<file path="src/rtl/rvfi_retire_pkg.sv">
// Shared types for the RVFI retirement packer: record payload, control states, widths.
// Data widths come from RISCV_FORMAL_NRET / RISCV_FORMAL_XLEN / RISCV_FORMAL_ILEN.
`ifndef RISCV_FORMAL_NRET
`define RISCV_FORMAL_NRET 2
`endif
`ifndef RISCV_FORMAL_XLEN
`define RISCV_FORMAL_XLEN 32
`endif
`ifndef RISCV_FORMAL_ILEN
`define RISCV_FORMAL_ILEN 32
`endif

package rvfi_retire_pkg;

  localparam int unsigned NRET    = `RISCV_FORMAL_NRET;
  localparam int unsigned XLEN    = `RISCV_FORMAL_XLEN;
  localparam int unsigned ILEN    = `RISCV_FORMAL_ILEN;
  localparam int unsigned ORDER_W = 8;

  typedef struct packed {
    logic [ILEN-1:0] insn;
    logic [XLEN-1:0] pc_rdata;
    logic [XLEN-1:0] pc_wdata;
    logic            trap;
    logic            halt;
    logic            intr;
  } rec_t;

  typedef enum logic [1:0] {
    RUN    = 2'd0,
    DRAIN  = 2'd1,
    HALTED = 2'd2
  } state_e;

endpackage

</file>
<file path="src/rtl/rvfi_retire_fifo.sv">
// Record FIFO: one push and a pop of 0..NRET oldest entries per cycle; exposes the
// NRET oldest entries so the packer can fan them out to channels in one cycle.
module rvfi_retire_fifo
  import rvfi_retire_pkg::*;
#(
  parameter int unsigned DEPTH = 8,
  localparam int unsigned CNT_W = $clog2(DEPTH + 1)
) (
  input  logic                 clock,
  input  logic                 reset,
  input  logic                 push,
  input  rec_t                 push_data,
  input  logic [CNT_W-1:0]     pop_n,
  output logic [CNT_W-1:0]     count,
  output rec_t [NRET-1:0]      peek
);

  localparam int unsigned PTR_W = $clog2(DEPTH);

  rec_t             mem_q [DEPTH];
  rec_t             mem_d [DEPTH];
  logic [PTR_W-1:0] rd_ptr_q, rd_ptr_d;
  logic [PTR_W-1:0] wr_ptr_q, wr_ptr_d;
  logic [CNT_W-1:0] count_q, count_d;

  // Pointers wrap naturally because DEPTH is a power of two.
  always_comb begin
    mem_d    = mem_q;
    wr_ptr_d = wr_ptr_q;
    if (push) begin
      mem_d[wr_ptr_q] = push_data;
      wr_ptr_d        = wr_ptr_q + PTR_W'(1);
    end
    rd_ptr_d = rd_ptr_q + PTR_W'(pop_n);
    count_d  = count_q + CNT_W'(push) - pop_n;
  end

  always_ff @(posedge clock) begin
    if (reset) begin
      rd_ptr_q <= '0;
      wr_ptr_q <= '0;
      count_q  <= '0;
    end else begin
      rd_ptr_q <= rd_ptr_d;
      wr_ptr_q <= wr_ptr_d;
      count_q  <= count_d;
    end
  end

  always_ff @(posedge clock) begin
    mem_q <= mem_d;
  end

  always_comb begin
    for (int unsigned j = 0; j < NRET; j++) begin
      peek[j] = mem_q[rd_ptr_q + PTR_W'(j)];
    end
  end

  assign count = count_q;

endmodule

</file>
<file path="src/rtl/rvfi_retire_packer.sv">
// Packs single retirement records into NRET-wide RVFI groups with running order numbers.
// Optional PC-chain checker enabled by defining RVFI_RETIRE_PACKER_PCCHAIN_EN.
module rvfi_retire_packer
  import rvfi_retire_pkg::*;
#(
  parameter int unsigned DEPTH   = 8,
  parameter int unsigned TIMEOUT = 4
) (
  input  logic                      clock,
  input  logic                      reset,
  input  logic                      in_valid,
  output logic                      in_ready,
  input  logic [ILEN-1:0]           in_insn,
  input  logic [XLEN-1:0]           in_pc_rdata,
  input  logic [XLEN-1:0]           in_pc_wdata,
  input  logic                      in_trap,
  input  logic                      in_halt,
  input  logic                      in_intr,
  output logic [NRET-1:0]           rvfi_valid,
  output logic [NRET*ORDER_W-1:0]   rvfi_order,
  output logic [NRET*ILEN-1:0]      rvfi_insn,
  output logic [NRET-1:0]           rvfi_trap,
  output logic [NRET-1:0]           rvfi_halt,
  output logic [NRET-1:0]           rvfi_intr,
  output logic [NRET*XLEN-1:0]      rvfi_pc_rdata,
  output logic [NRET*XLEN-1:0]      rvfi_pc_wdata
`ifdef RVFI_RETIRE_PACKER_PCCHAIN_EN
  ,
  output logic                      pc_chain_err
`endif
);

  localparam int unsigned CNT_W  = $clog2(DEPTH + 1);
  localparam int unsigned IDLE_W = 8;

  state_e                  state_q, state_d;
  logic [IDLE_W-1:0]       idle_q, idle_d;
  logic [ORDER_W-1:0]      order_q, order_d;
  logic [CNT_W-1:0]        count;
  logic [CNT_W-1:0]        emit_n;
  logic                    push;
  rec_t                    push_rec;
  rec_t [NRET-1:0]         peek;

  logic [NRET-1:0]         valid_q, valid_d;
  logic [NRET*ORDER_W-1:0] order_o_q, order_o_d;
  logic [NRET*ILEN-1:0]    insn_q, insn_d;
  logic [NRET-1:0]         trap_q, trap_d;
  logic [NRET-1:0]         halt_q, halt_d;
  logic [NRET-1:0]         intr_q, intr_d;
  logic [NRET*XLEN-1:0]    pc_rdata_q, pc_rdata_d;
  logic [NRET*XLEN-1:0]    pc_wdata_q, pc_wdata_d;

  assign in_ready = (state_q == RUN) && (count < CNT_W'(DEPTH));
  assign push     = in_valid && in_ready;
  assign push_rec = '{insn: in_insn, pc_rdata: in_pc_rdata, pc_wdata: in_pc_wdata,
                      trap: in_trap, halt: in_halt, intr: in_intr};

  rvfi_retire_fifo #(.DEPTH(DEPTH)) u_fifo (
    .clock     (clock),
    .reset     (reset),
    .push      (push),
    .push_data (push_rec),
    .pop_n     (emit_n),
    .count     (count),
    .peek      (peek)
  );

  // Group size is decided on the occupancy before this cycle's push.
  always_comb begin
    emit_n = '0;
    if (state_q != HALTED) begin
      if (count >= CNT_W'(NRET)) begin
        emit_n = CNT_W'(NRET);
      end else if (count != '0 &&
                   (state_q == DRAIN || idle_q == IDLE_W'(TIMEOUT - 1))) begin
        emit_n = count;
      end
    end
  end

  always_comb begin
    state_d = state_q;
    idle_d  = idle_q;
    order_d = order_q + ORDER_W'(emit_n);
    if (push || emit_n != '0) begin
      idle_d = '0;
    end else if (count != '0 && count < CNT_W'(NRET) &&
                 idle_q != IDLE_W'(TIMEOUT - 1)) begin
      idle_d = idle_q + IDLE_W'(1);
    end
    case (state_q)
      RUN:     if (push && in_halt) state_d = DRAIN;
      DRAIN:   if (emit_n != '0 && emit_n == count) state_d = HALTED;
      default: ;
    endcase
  end

  // Unused channels stay fully zeroed so checkers never see stale fields.
  always_comb begin
    valid_d    = '0;
    order_o_d  = '0;
    insn_d     = '0;
    trap_d     = '0;
    halt_d     = '0;
    intr_d     = '0;
    pc_rdata_d = '0;
    pc_wdata_d = '0;
    for (int unsigned j = 0; j < NRET; j++) begin
      if (CNT_W'(j) < emit_n) begin
        valid_d[j]                        = 1'b1;
        order_o_d[j*ORDER_W +: ORDER_W]   = order_q + ORDER_W'(j);
        insn_d[j*ILEN +: ILEN]            = peek[j].insn;
        trap_d[j]                         = peek[j].trap;
        halt_d[j]                         = peek[j].halt;
        intr_d[j]                         = peek[j].intr;
        pc_rdata_d[j*XLEN +: XLEN]        = peek[j].pc_rdata;
        pc_wdata_d[j*XLEN +: XLEN]        = peek[j].pc_wdata;
      end
    end
  end

  always_ff @(posedge clock) begin
    if (reset) begin
      state_q    <= RUN;
      idle_q     <= '0;
      order_q    <= '0;
      valid_q    <= '0;
      order_o_q  <= '0;
      insn_q     <= '0;
      trap_q     <= '0;
      halt_q     <= '0;
      intr_q     <= '0;
      pc_rdata_q <= '0;
      pc_wdata_q <= '0;
    end else begin
      state_q    <= state_d;
      idle_q     <= idle_d;
      order_q    <= order_d;
      valid_q    <= valid_d;
      order_o_q  <= order_o_d;
      insn_q     <= insn_d;
      trap_q     <= trap_d;
      halt_q     <= halt_d;
      intr_q     <= intr_d;
      pc_rdata_q <= pc_rdata_d;
      pc_wdata_q <= pc_wdata_d;
    end
  end

  assign rvfi_valid    = valid_q;
  assign rvfi_order    = order_o_q;
  assign rvfi_insn     = insn_q;
  assign rvfi_trap     = trap_q;
  assign rvfi_halt     = halt_q;
  assign rvfi_intr     = intr_q;
  assign rvfi_pc_rdata = pc_rdata_q;
  assign rvfi_pc_wdata = pc_wdata_q;

`ifdef RVFI_RETIRE_PACKER_PCCHAIN_EN
  logic            seen_q, seen_d;
  logic            err_q, err_d;
  logic [XLEN-1:0] last_pc_q, last_pc_d;

  // Sticky flag: an accepted non-interrupt record must start where the previous one ended.
  always_comb begin
    seen_d    = seen_q;
    err_d     = err_q;
    last_pc_d = last_pc_q;
    if (push) begin
      if (seen_q && !in_intr && in_pc_rdata != last_pc_q) err_d = 1'b1;
      seen_d    = 1'b1;
      last_pc_d = in_pc_wdata;
    end
  end

  always_ff @(posedge clock) begin
    if (reset) begin
      seen_q    <= 1'b0;
      err_q     <= 1'b0;
      last_pc_q <= '0;
    end else begin
      seen_q    <= seen_d;
      err_q     <= err_d;
      last_pc_q <= last_pc_d;
    end
  end

  assign pc_chain_err = err_q;
`endif

endmodule

</file>
<file path="config.mk">
export PLATFORM = sky130hd
export DESIGN_NAME = rvfi_retire_packer
export DESIGN_NICKNAME = d
export VERILOG_FILES = /design/src/rtl/rvfi_retire_pkg.sv /design/src/rtl/rvfi_retire_fifo.sv /design/src/rtl/rvfi_retire_packer.sv
export SDC_FILE = /design/constraint.sdc
export NUM_CORES = 1
export LEC_CHECK = 0
export CORE_MARGIN = 1.5
export CORE_UTILIZATION = 35
export CTS_CLUSTER_DIAMETER = 40
export DETAILED_ROUTE_END_ITERATION = 7
export PLACE_DENSITY = 0.53
export SYNTH_ARGS = -nofsm -noshare
export SYNTH_HDL_FRONTEND = slang
export SYNTH_SLANG_ARGS = --single-unit
</file>
<file path="constraint.sdc">
create_clock -name clock -period 14.5 [get_ports clock]
set_input_delay 2.9 -clock clock [delete_from_list [all_inputs] [get_ports clock]]
set_output_delay 2.9 -clock clock [all_outputs]
set_load 0.005 [all_outputs]
</file>
==> impl_metrics.py <==
metrics = {
    "global_route": {
        "grt_pass1_wl_mm": 164,
        "overflow": 0,
        "antenna_found_initial": 17,
        "gr-usage-all-layers_pct": 18.4,
        "grt_pass1_vias": 24475,
        "grt_max_degree": 144,
    },
    "die": {
        "die_w_microns": 350,
        "die_height_microns": 350,
        "die_area_sq_mm": 0.122,
        "initial_core_util_pct": 35.2,
        "core_region_area_sq_mm": 0.120,
        "io_pins": 319,
        "num_rows": 127,
    },
    "cts": {
        "insertion_delay_ns": 0.76,
        "cts_setup_buffers": 0,
        "htree_levels": 4,
        "hold_buffers": 0,
        "cts.clk_slew.worst_paths_ns": 0.05,
        "cts_made_buffers": 157,
        "cts.repair.resized": 0,
        "root_buffer": "clkbuf_16",
        "cts_tree": "built",
        "cts_buffer_depth": 3,
        "clock-sinks": 1036,
    },
    "cells_and_area": {
        "finalNetCount": 2733,
        "areaGrowthSynthToFinish_pct": 24.6,
        "finish.utilization_pct": 43.8,
        "drive_gt1_share_pct": 26.9,
        "fillerInstances": 10382,
    },
    "sta": {
        "worst_slew_pin_slew_ns": 1.17,
        "rsz0062_at_grt": "false",
        "maxSlewViolCount": 0,
        "whs_ns": 0.517,
        "slew-limit-headroom_pct": 22.3,
        "period_minus_slack_ns": 5.98,
        "finalClockSkew_ns": 0.0271,
        "setup_tns_ns": 0,
        "setup_viol": 0,
        "hold_violations": 0,
        "fin_crit_sh_pct": 41.2,
        "fmax_ghz": 0.167,
    },
    "drt": {
        "wl_mm": 112,
        "wl_per_cell_microns": 25.7,
        "via_per_inst": 5.25,
        "wl_met2_mm": 53.6,
        "top_layer_used": "met5",
        "met1_length_mm": 48.2,
        "ant_nets": 0,
        "vias": 22916,
        "drt_pre_antenna_iters": 5,
        "drc": 0,
        "drtIter0Drc": 1559,
        "met3_length_mm": 7.46,
    },
    "power_and_ir_drop": {
        "peakVddDrop_uv": 116,
        "powerDensity_mw_per_mm2": 191,
        "p_leak_uw": 0.0168,
    },
    "worst_setup_path": {
        "path_cells": "clkdlybuf4s50_1 > nor4b_2 > buf_4 > nand2_1 > nor2_4 > buf_4 > buf_4",
        "cp-end-kind": "flop",
        "slowest_delay_ns": 0.84,
        "startpoint_type": "primary input",
        "path_class": "primary input to flop",
        "timing.rr.end": "rvfi_pc_rdata[26]$_SDFF_PP0_",
        "timing.rr.start": "u_fifo.rd_ptr_q[0]$_SDFF_PP0_",
        "path_max_fanout": 38,
        "r2r_cells": 6,
        "worstPathRequired_ns": 14.87,
        "crit_top_cell": "buf_4",
        "crit_arrival_ns": 6.35,
        "crit_slowest_cell": "nor2_4",
        "ff2ff_setup_slack_ns": 9.87,
    },
    "logic_synthesis": {
        "synth-edff-count": 792,
        "synth_cell_types": 43,
        "ys_seq_area_share_pct": 68.1,
        "syn_inst": 2245,
        "yosysWarnings": 0,
        "synth_ff_type": "edfxtp_1",
        "synth-async-reset-ratio_pct": 0,
        "netlist_area_sq_mm": 0.0421,
        "ys_ff_latch": 1036,
        "syn_avg_cell_area_sq_um": 18.8,
    },
    "status": {
        "status": "completed",
    },
    "min_path": {
        "hold_path_class": "flop to flop",
        "hold_path.startpoint": "order_q[0]$_SDFF_PP0_",
        "holdPathEnd": "rvfi_order[8]$_SDFF_PP0_",
        "hold_path_depth": 1,
    },
    "placement": {
        "dpl.hpwl_mm": 64.2,
        "portBuffers": 318,
        "gp_congestion": 0.760,
    },
    "run": {
        "max_cap_viol_count": 0,
    },
}
-- layout make-up --
type                            count  area (sq um)  share of cell area [%]
Inverter                            9          33.8                  0.0644
Sequential cell                  1036         28700                    54.7
Multi-Input combinational cell   1055         12800                    24.4
Clock inverter                    115          1230                    2.35
Tap cell                         1612          2020                    3.85
Timing Repair Buffer              354          3490                    6.66
Clock buffer                      178          4200                    8.00
Antenna cell                        5          12.5                  0.0239
-- per-stage QoR --
| step | setup WS (ns) | cells | cell area (sq um) | total power, uW |
|---|---|---|---|---|
| 3_3_place_gp | 7.67 | 4066 | 47000 | 6270 |
| 6_report | 8.52 | 4364 | 52400 | 9990 |
| 4_1_cts | 8.47 | 4359 | 52400 | 10100 |
| 2_1_floorplan | 3.52 | 2246 | 42100 | 5170 |
| 5_1_grt | 8.28 | 4363 | 52400 | 10400 |
| 3_5_place_dp | 7.66 | 4066 | 47000 | 6280 |
-- cells in the mapped netlist (all sizes together) (2+ instances only) --
| master | n | area (sq um) |
|---|---|---|
| o21ai | 4 | 20.0 |
| fa | 3 | 60.1 |
| a221oi | 2 | 23.8 |
| nand4 | 5 | 31.3 |
| buf | 89 | 495 |
| nor2b | 8 | 50.1 |
| nor4b | 3 | 47.5 |
| nor3 | 9 | 45.0 |
| mux2i | 102 | 1020 |
| dfxtp | 244 | 4880 |
| xnor2 | 16 | 140 |
| and3 | 2 | 12.5 |
| nand2b | 3 | 18.8 |
| mux4 | 396 | 8920 |
| nor2 | 140 | 548 |
| and2 | 8 | 50.1 |
| nand2 | 206 | 773 |
| a21oi | 104 | 521 |
| inv | 9 | 33.8 |
| mux2 | 2 | 22.5 |
| or3 | 2 | 12.5 |
| nand3 | 4 | 20.0 |
| clkbuf | 57 | 214 |
| edfxtp | 792 | 23800 |
| a21o | 3 | 22.5 |
| conb | 2 | 7.51 |
| ha | 15 | 188 |
| xor2 | 6 | 52.6 |
| a211oi | 2 | 15.0 |
-- cell usage in the layout, fill, tap and decap left out, drive strengths merged, types with 4 or more instances in the layout --
master / n
edfxtp: 792
mux4: 396
clkdlybuf4s50: 318
dfxtp: 244
nand2: 206
clkbuf: 178
nor2: 140
a21oi: 104
mux2i: 102
clkinv: 48
inv: 41
buf: 36
clkinvlp: 20
xnor2: 16
bufinv: 15
ha: 15
nor3: 9
nor2b: 8
and2: 8
xor2: 6
diode: 5
nand4: 5
o21ai: 4
nand3: 4
-- registers in the layout, indices dropped and copies added (netlist names), 4 cells and up --
register / cells
idle_q: 8
u_fifo.mem_q: 792
rvfi_order: 16
u_fifo.count: 4
order_q: 8
rvfi_insn: 64
rvfi_pc_rdata: 64
rvfi_pc_wdata: 64
-- worst max path at each step --
stage	start	endpoint	slack, ns	cells past startpoint
finish	in_valid	u_fifo.mem_q[124]$_DFFE_PP_	8.52	7
global route	in_valid	u_fifo.mem_q[124]$_DFFE_PP_	8.28	7
CTS	in_valid	u_fifo.mem_q[124]$_DFFE_PP_	8.47	7
detailed placement	in_valid	u_fifo.mem_q[123]$_DFFE_PP_	7.66	7
global placement	in_valid	u_fifo.mem_q[125]$_DFFE_PP_	7.67	7
floorplan	in_valid	u_fifo.mem_q[693]$_DFFE_PP_	3.52	3
-- layer usage --
| metal | track usage [%] | vias up |
|---|---|---|
| met2 | 29.2 | 713 |
| met1 | 24.5 | 12200 |
| met4 | 6.01 | 20 |
| met3 | 5.17 | 180 |
| met5 | 0 | - |
| li1 | - | 9803 |
-- critical path: cells and delay by family --
family                 cells  cell delay (ns)
and+or+nand+nor            3             1.27
buffers and inverters      4             2.08
-- cell families (layout without fill, tap and decap cells) --
| logic type | Yosys count | after routing | share of synthesized area [%] |
|---|---|---|---|
| other | 2 | 8 | 0.0178 |
| AO/OA/AOI/OAI | 118 | 118 | 1.49 |
| adder cells (fa/ha/maj) | 19 | 19 | 0.612 |
| flip-flops | 1036 | 1036 | 68.1 |
| AND/OR/NAND/NOR | 393 | 393 | 3.89 |
| multiplexers | 500 | 500 | 23.7 |
| XOR/XNOR | 22 | 22 | 0.458 |
| buffers and inverters | 155 | 656 | 1.77 |
-- report_power, final --
part,switching (uW),internal [uW],leakage [uW]
Combinational,1210,1160,0.00498
Sequential,242,3550,0.00917
Clock,1440,2390,0.00261
Total,2890,7100,0.0168
Power figures use the tool's default switching activity.
